### config.mk
export PLATFORM = sky130hd
export DESIGN_NAME = serial_subtractor
export DESIGN_NICKNAME = d
export VERILOG_FILES = /design/src/rtl/serial_sub_pkg.sv /design/src/rtl/full_subtractor_bit.sv /design/src/rtl/serial_subtractor.sv
export SDC_FILE = /design/constraint.sdc
export NUM_CORES = 1
export LEC_CHECK = 0
export CELL_PAD_IN_SITES_DETAIL_PLACEMENT = 1
export CELL_PAD_IN_SITES_GLOBAL_PLACEMENT = 2
export CORE_ASPECT_RATIO = 0.8
export CORE_UTILIZATION = 37
export CTS_CLUSTER_SIZE = 20
export DETAILED_ROUTE_END_ITERATION = 6
export HOLD_SLACK_MARGIN = 0.03
export PLACE_DENSITY_LB_ADDON = 0.3
export SYNTH_ARGS = -nofsm -noshare
export SYNTH_HDL_FRONTEND = slang
export SYNTH_SLANG_ARGS = --single-unit
export TNS_END_PERCENT = 100
### constraint.sdc
create_clock -name clk_i -period 3.1 [get_ports clk_i]
set_input_delay 0.62 -clock clk_i [delete_from_list [all_inputs] [get_ports clk_i]]
set_output_delay 0.62 -clock clk_i [all_outputs]
set_load 0.03 [all_outputs]
### src/rtl/serial_sub_pkg.sv
// Shared definitions for the bit-serial subtractor: FSM encoding and default width.
package serial_sub_pkg;

    localparam int SUB_WIDTH_DEFAULT = 8;

    typedef enum logic [1:0] {
        IDLE = 2'b00,
        RUN  = 2'b01,
        DONE = 2'b10
    } state_t;

endpackage

### src/rtl/full_subtractor_bit.sv
// One-bit subtractor cell: d = a - b - bin, bout set when the bit borrows.
module full_subtractor_bit (
    input  logic a,
    input  logic b,
    input  logic bin,
    output logic d,
    output logic bout
);

    assign d    = a ^ b ^ bin;
    assign bout = (~a & b) | (~(a ^ b) & bin);

endmodule

### src/rtl/serial_subtractor.sv
// Bit-serial A - B, LSB first, reusing a single subtractor cell and a borrow flop.
//
//   state | meaning
//   ------+------------------------------------------------------------
//   IDLE  | waiting for start_i; results from the last operation held
//   RUN   | one operand bit per clock, WIDTH cycles
//   DONE  | one-cycle done_o pulse; results were loaded on entry
module serial_subtractor
    import serial_sub_pkg::*;
#(
    parameter int WIDTH = SUB_WIDTH_DEFAULT
) (
    input  logic             clk_i,
    input  logic             rst_n,
    input  logic             start_i,
    input  logic [WIDTH-1:0] A_i,
    input  logic [WIDTH-1:0] B_i,
    output logic             busy_o,
    output logic             done_o,
    output logic [WIDTH-1:0] Diff_o,
    output logic             Borrow_o,
    output logic             Zero_o
);

    localparam int              CNT_W    = $clog2(WIDTH);
    localparam logic [CNT_W-1:0] CNT_LAST = CNT_W'(WIDTH - 1);

    state_t           state;
    state_t           state_next;
    logic [WIDTH-1:0] a_sr;
    logic [WIDTH-1:0] b_sr;
    logic [WIDTH-2:0] diff_sr;
    logic             borrow_q;
    logic [CNT_W-1:0] cnt;
    logic             d_bit;
    logic             bout_bit;
    logic [WIDTH-1:0] diff_full;
    logic             last_bit;

    full_subtractor_bit u_cell (
        .a    (a_sr[0]),
        .b    (b_sr[0]),
        .bin  (borrow_q),
        .d    (d_bit),
        .bout (bout_bit)
    );

    // The bit computed this cycle lands in the MSB; after the last bit this is the full result.
    assign diff_full = {d_bit, diff_sr};
    assign last_bit  = (cnt == CNT_LAST);

    // State register.
    always_ff @(posedge clk_i or negedge rst_n) begin
        if (!rst_n) begin
            state <= IDLE;
        end else begin
            state <= state_next;
        end
    end

    // Next-state decode and status outputs.
    always_comb begin
        state_next = state;
        busy_o     = 1'b0;
        done_o     = 1'b0;
        case (state)
            IDLE: begin
                if (start_i) begin
                    state_next = RUN;
                end
            end
            RUN: begin
                busy_o = 1'b1;
                if (last_bit) begin
                    state_next = DONE;
                end
            end
            DONE: begin
                done_o     = 1'b1;
                state_next = IDLE;
            end
            default: begin
                state_next = IDLE;
            end
        endcase
    end

    // Operand/result shift registers, borrow flop, bit counter and result registers.
    always_ff @(posedge clk_i or negedge rst_n) begin
        if (!rst_n) begin
            a_sr     <= '0;
            b_sr     <= '0;
            diff_sr  <= '0;
            borrow_q <= 1'b0;
            cnt      <= '0;
            Diff_o   <= '0;
            Borrow_o <= 1'b0;
            Zero_o   <= 1'b1;
        end else begin
            case (state)
                IDLE: begin
                    if (start_i) begin
                        a_sr     <= A_i;
                        b_sr     <= B_i;
                        diff_sr  <= '0;
                        borrow_q <= 1'b0;
                        cnt      <= '0;
                    end
                end
                RUN: begin
                    a_sr     <= a_sr >> 1;
                    b_sr     <= b_sr >> 1;
                    diff_sr  <= diff_full[WIDTH-1:1];
                    borrow_q <= bout_bit;
                    if (last_bit) begin
                        cnt      <= '0;
                        Diff_o   <= diff_full;
                        Borrow_o <= bout_bit;
                        Zero_o   <= (diff_full == '0);
                    end else begin
                        cnt <= cnt + 1'b1;
                    end
                end
                default: begin
                end
            endcase
        end
    end

endmodule

==> impl_metrics.json, run 1 <==
{
  "final_nets": 193,
  "critPathLaunchType": "register",
  "status": "finished clean",
  "min_period_over_period": 0.7717,
  "async_flop_share": 1.000,
  "tightestPinTransition_ns": 0.8712,
  "final_area_sq_um": 2131,
  "setup_viol": 0,
  "synth-main-ff-cell": "dfrtp_1",
  "path_cells": "nor2b_4 > clkdlybuf4s50_1",
  "hold_class": "input pin to asynchronous set/reset pin",
  "timing_hold_violations_final": 0,
  "p_per_area_nw_per_um2": 993.3,
  "diodes": 0,
  "r2r_slack_ns": 1.50,
  "via_per_inst": 4.991,
  "ctsResizeCount": 0,
  "cp_top_family": "buffers and inverters",
  "drtPass1Iterations": 2,
  "fp.dieW_um": 78.41,
  "grt_pass1_wl_mm": 5.547,
  "use_met1": 0.1732,
  "cts.clk_slew.worst_paths_ns": 0.08,
  "fmax_mhz": 418.0,
  "tns_ns": 0,
  "ff2ff_path_depth": 4,
  "power_mw": 2.116,
  "grt_pass1_vias": 1200,
  "clock_path_buffers": 2,
  "overflow": 0,
  "place_congestion": 0.7355,
  "timing.rr.start": "state[0]$_DFFE_PN0P_",
  "synth_seq_cells": 39,
  "avgSynthCellArea_sq_um": 12.34,
  "multiInputGateArea_sq_um": 644.4,
  "critPathBufInv": 1,
  "drive_gt1_frac": 0.1337,
  "rows": 21,
  "gr-usage-met3": 0.04493,
  "drt_wl_total_mm": 3.201,
  "drtIter0Drc": 29,
  "critPathMaxStageDelay_ns": 0.69,
  "io_pins": 31,
  "critical_path_class": "register to primary output",
  "dp_hpwl_mm": 2.217,
  "cp_slowest_cell": "clkdlybuf4s50_1",
  "grt_max_degree": 40,
  "synth_edf_count": 0,
  "worstSetupStartpoint": "state[0]$_DFFE_PN0P_",
  "worstPathRequired_ns": 2.48,
  "cp.arrival_ns": 1.77,
  "root_buffer": "clkbuf_8",
  "core_area_sq_um": 4335,
  "vias": 1143,
  "placed_area_sq_um": 2018,
  "post_cts_buffers": 0,
  "die_area_sq_um": 4949,
  "syn_area_sq_um": 1728,
  "port_buffers": 30,
  "drcViolationCount": 0,
  "ant_nets": 0,
  "top_usage_layer": "met2",
  "ys_types": 25,
  "relSlewSlack": 0.4192,
  "finalClockSkew_ns": 0.009889,
  "leakagePower_nw": 0.9980,
  "ys_seq_area_frac": 0.5655,
  "clkLatencyLatePin_ns": 0.28,
  "cts_tree": "yes",
  "fp.dieH_um": 63.12,
  "worst-path-stages": 2,
  "yosys_warnings": 0,
  "cp-endpoint": "busy_o",
  "initial_core_util": 0.3986,
  "rsz0062_at_grt": "no",
  "htree_levels": 2,
  "min_period_ns": 2.392,
  "register_area_sq_um": 977.2,
  "clock-sinks": 39,
  "area_delta_synth_final_pct": 23.32,
  "critPathCaptureType": "primary output",
  "timing.rr.end": "a_sr[4]$_DFFE_PN0P_",
  "peakVddDrop_mv": 0.4735,
  "path_max_fanout": 10,
  "met2_usage": 0.2544,
  "drv_slew": 0,
  "grt.total_usage": 0.1451,
  "wire_per_inst_um": 13.98,
  "cts_buffers": 5,
  "postCtsHoldBufs": 0,
  "antenna_found_initial": 0,
  "maxCapViolations": 0,
  "syn-num-nets": 162,
  "syn-instance-count": 140,
  "fillers": 460
}
kinds of logic after synthesis:
family                     Yosys count  synth area share
DFF                                 39            0.5655
adders and majority gates            3           0.02607
muxes                               20            0.1217
AOI/OAI and AO/OA                   36            0.1311
and+or+nand+nor                     30           0.09413
buffers and inverters               12           0.06154
worst min-delay path by stage:
stage                            endpoint  slack [ns]  cells past startpoint
global route           Zero_o$_DFFE_PN1P_        0.50                      2
CTS                 Diff_o[2]$_DFFE_PN0P_        0.47                      1
detailed placement     Zero_o$_DFFE_PN1P_        0.47                      2
finish              Diff_o[0]$_DFFE_PN0P_        0.45                      1
global placement      b_sr[3]$_DFFE_PN0P_        0.46                      2
floorplan            Borrow_o$_DFFE_PN0P_        0.32                      0
per-stage QoR:
step | instances | utilization | hold WS (ns) | worst slack, ns
after detailed placement | 221 | 0.4655 | 0.4717 | 1.031
after global routing | 229 | 0.4915 | 0.4954 | 0.6069
after floorplan | 140 | - | 0.3244 | 1.530
final | 229 | 0.4915 | 0.4504 | 0.7077
after global placement | 221 | 0.4655 | 0.4621 | 1.051
after CTS | 229 | 0.4915 | 0.4696 | 0.6974
routing by layer:
metal,part of all wire,wire length (um),up-vias
met5,0,0,-
met3,0.038,122,2
met1,0.46,1462,569
li1,-,-,550
met4,0.0062,20,0
met2,0.50,1595,22
cells in the mapped netlist (all sizes together), types with 2 or more instances:
library cell | count | share of area
o21ai | 19 | 0.055
nand2 | 19 | 0.041
nor2b | 5 | 0.022
nor4 | 2 | 0.0072
ha | 2 | 0.014
mux2 | 8 | 0.052
buf | 8 | 0.053
a21oi | 5 | 0.014
inv | 4 | 0.0087
dfrtp | 38 | 0.55
mux2i | 12 | 0.070
a22o | 9 | 0.046
area by class of cell:
type	count	share of cell area
Inverter	4	0.007046
Clock buffer	5	0.03230
Sequential cell	39	0.4586
Multi-Input combinational cell	89	0.3024
Timing Repair Buffer	32	0.1456
Clock inverter	3	0.02055
Tap cell	57	0.03347
where the power goes:
part           leakage, nW  switching (mW)  internal (mW)
Sequential           0.495           0.150          0.717
Combinational        0.445           0.423          0.409
Clock               0.0581           0.177          0.240
state kept, by name (all words and copies together) (netlist names):
name / flops
a_sr: 8
Zero_o: 1
Diff_o: 8
diff_sr: 7
state: 2
cnt: 3
Borrow_o: 1
borrow_q: 1
b_sr: 8
cell usage in the layout, fill, tap and decap left out, drive strengths merged:
cell            n
a21oi           5
a22o            9
a22oi           1
and2b           1
and3b           1
buf             3
bufinv          1
clkbuf          5
clkdlybuf4s50  29
clkinv          2
dfrtp          38
dfstp           1
fa              1
ha              2
inv             4
mux2            8
mux2i          12
nand2          19
nand3b          1
nor2            1
nor2b           5
nor4            2
o21ai          19
o21bai          1
o22a            1
Power figures use the tool's default switching activity.
==> run 2, diff against run 1 <==
--- a/config.mk
+++ b/config.mk
@@ -8,7 +8,7 @@
 export CELL_PAD_IN_SITES_DETAIL_PLACEMENT = 1
 export CELL_PAD_IN_SITES_GLOBAL_PLACEMENT = 2
 export CORE_ASPECT_RATIO = 0.8
-export CORE_UTILIZATION = 37
+export CORE_UTILIZATION = 34
 export CTS_CLUSTER_SIZE = 20
 export DETAILED_ROUTE_END_ITERATION = 6
 export HOLD_SLACK_MARGIN = 0.03
==> constraint.sdc (replaced) <==
create_clock -name clk_i -period 2.3 [get_ports clk_i]
set_input_delay 0.46 -clock clk_i [delete_from_list [all_inputs] [get_ports clk_i]]
set_output_delay 0.46 -clock clk_i [all_outputs]
set_load 0.03 [all_outputs]
==> run 2 against run 1 <==
Net effect: sequential share of layout area up 0.66 points; hold slack worse by 0.18 ns; clock-buffer cell count up 2; clock power up 6.0%; sequential power up 36%; largest cell class unchanged.
==> impl_metrics.json, run 2 (synthesis results as in run 1) <==
{
  "wire_per_inst_um": 14.91,
  "place_congestion": 0.8280,
  "setup_viol": 0,
  "grt.total_usage": 0.1523,
  "drt_wl_total_mm": 3.460,
  "relSlewSlack": 0.4264,
  "min_period_ns": 2.125,
  "fp.dieH_um": 65.76,
  "cp.arrival_ns": 1.67,
  "rsz0062_at_grt": "no",
  "drive_gt1_frac": 0.1279,
  "ctsResizeCount": 0,
  "tns_ns": 0,
  "cp_slowest_cell": "clkdlybuf4s50_1",
  "die_area_sq_um": 5373,
  "post_cts_buffers": 0,
  "fp.dieW_um": 81.71,
  "cts.clk_slew.worst_paths_ns": 0.07,
  "grt_pass1_vias": 1221,
  "ff2ff_path_depth": 4,
  "critPathLaunchType": "register",
  "ant_nets": 0,
  "cts_tree": "yes",
  "postCtsHoldBufs": 0,
  "clkLatencyLatePin_ns": 0.29,
  "drtIter0Drc": 39,
  "antenna_found_initial": 0,
  "critPathMaxStageDelay_ns": 0.68,
  "drv_slew": 0,
  "layout.cells.non_filler": 232,
  "worstPathRequired_ns": 1.84,
  "status": "finished clean",
  "io_pins": 31,
  "initial_core_util": 0.3650,
  "critical_path_class": "register to primary output",
  "worstSetupStartpoint": "state[1]$_DFFE_PN0P_",
  "multiInputGateArea_sq_um": 644.4,
  "rows": 22,
  "timing_hold_violations_final": 0,
  "register_area_sq_um": 977.2,
  "leakagePower_nw": 0.9824,
  "drtPass1Iterations": 4,
  "placed_cells": 224,
  "grt_max_degree": 40,
  "p_per_area_nw_per_um2": 1309,
  "critPathCaptureType": "primary output",
  "peakVddDrop_mv": 0.4847,
  "tightestPinTransition_ns": 0.8605,
  "core_area_sq_um": 4735,
  "drcViolationCount": 0,
  "maxCapViolations": 0,
  "vias": 1130,
  "final_cell_mix": "38 x dfrtp_1, 28 x clkdlybuf4s50_1, 19 x nand2_1, 12 x o21ai_0, 12 x mux2i_1",
  "path_cells": "nor2b_1 > clkdlybuf4s50_1",
  "root_buffer": "clkbuf_8",
  "hold_class": "input pin to asynchronous set/reset pin",
  "area_delta_synth_final_pct": 21.58,
  "fillers": 518,
  "final_common_cell": "dfrtp_1",
  "largestRegisters": "Diff_o (8), a_sr (8), b_sr (8)",
  "dp_hpwl_mm": 2.415,
  "min_period_over_period": 0.9240,
  "clock_path_buffers": 2,
  "clock-sinks": 39,
  "timing.rr.start": "state[0]$_DFFE_PN0P_",
  "path_max_fanout": 9,
  "overflow": 0,
  "fmax_mhz": 470.5,
  "cts_buffers": 5,
  "diodes": 0,
  "final_nets": 193,
  "grt_pass1_wl_mm": 5.885,
  "finalClockSkew_ns": 0.004416,
  "htree_levels": 2,
  "via_per_inst": 4.871,
  "port_buffers": 30
}
## run 2: path summary, 6_finish.rpt
check,endpoint,slack [ns]
max,done_o,0.17
min,Diff_o[1]$_DFFE_PN0P_,0.28
max reg2reg,b_sr[1]$_DFFE_PN0P_,0.56
min reg2reg,b_sr[0]$_DFFE_PN0P_,0.49
max in group asynchronous,a_sr[4]$_DFFE_PN0P_,1.48
min in group clk_i,b_sr[0]$_DFFE_PN0P_,0.49
## run 2: final cells by class
| type | count | area share |
|---|---|---|
| timing repair buffer | 32 | 0.1465 |
| inverter | 4 | 0.007147 |
| sequential | 39 | 0.4652 |
| multi-input combinational | 89 | 0.3067 |
| clock buffer | 7 | 0.03633 |
| tap | 60 | 0.03574 |
| clock inverter | 1 | 0.002382 |
## run 2: stage by stage
step / hold WS (ns) / cell area [sq um] / total power, mW / util / setup slack (ns)
6_report: 0.2754 / 2101 / 2.750 / 0.4437 / 0.1748
5_1_grt: 0.3433 / 2101 / 2.963 / 0.4437 / 0.1150
4_1_cts: 0.3015 / 2101 / 2.805 / 0.4437 / 0.1552
3_5_place_dp: 0.4751 / 2019 / 2.353 / 0.4265 / 0.4718
3_3_place_gp: 0.4611 / 2019 / 2.270 / 0.4265 / 0.5232
2_1_floorplan: 0.1644 / 1728 / 2.042 / - / 0.8358
## run 2: routing by layer
metal	up-vias	global-route usage	share of wire	wire length, um
li1	547	-	-	-
met1	553	0.1984	0.49	1681
met2	23	0.2365	0.46	1580
met3	7	0.03750	0.037	129
met4	0	0.07237	0.020	68
met5	-	0	0	0
## run 2: power by group
group | internal [mW] | total, mW | switching (mW) | leakage, nW
combinational | 0.547 | 1.13 | 0.583 | 0.446
sequential | 0.968 | 1.18 | 0.211 | 0.495
clock | 0.213 | 0.442 | 0.229 | 0.0422
total | 1.73 | 2.75 | 1.02 | 0.982
## run 2: critical path: cells and delay by family, from the launching register on
family / cells / cell delay, ns
buffers and inverters: 1 / 0.68
DFF: 1 / 0.50
and+or+nand+nor: 1 / 0.19
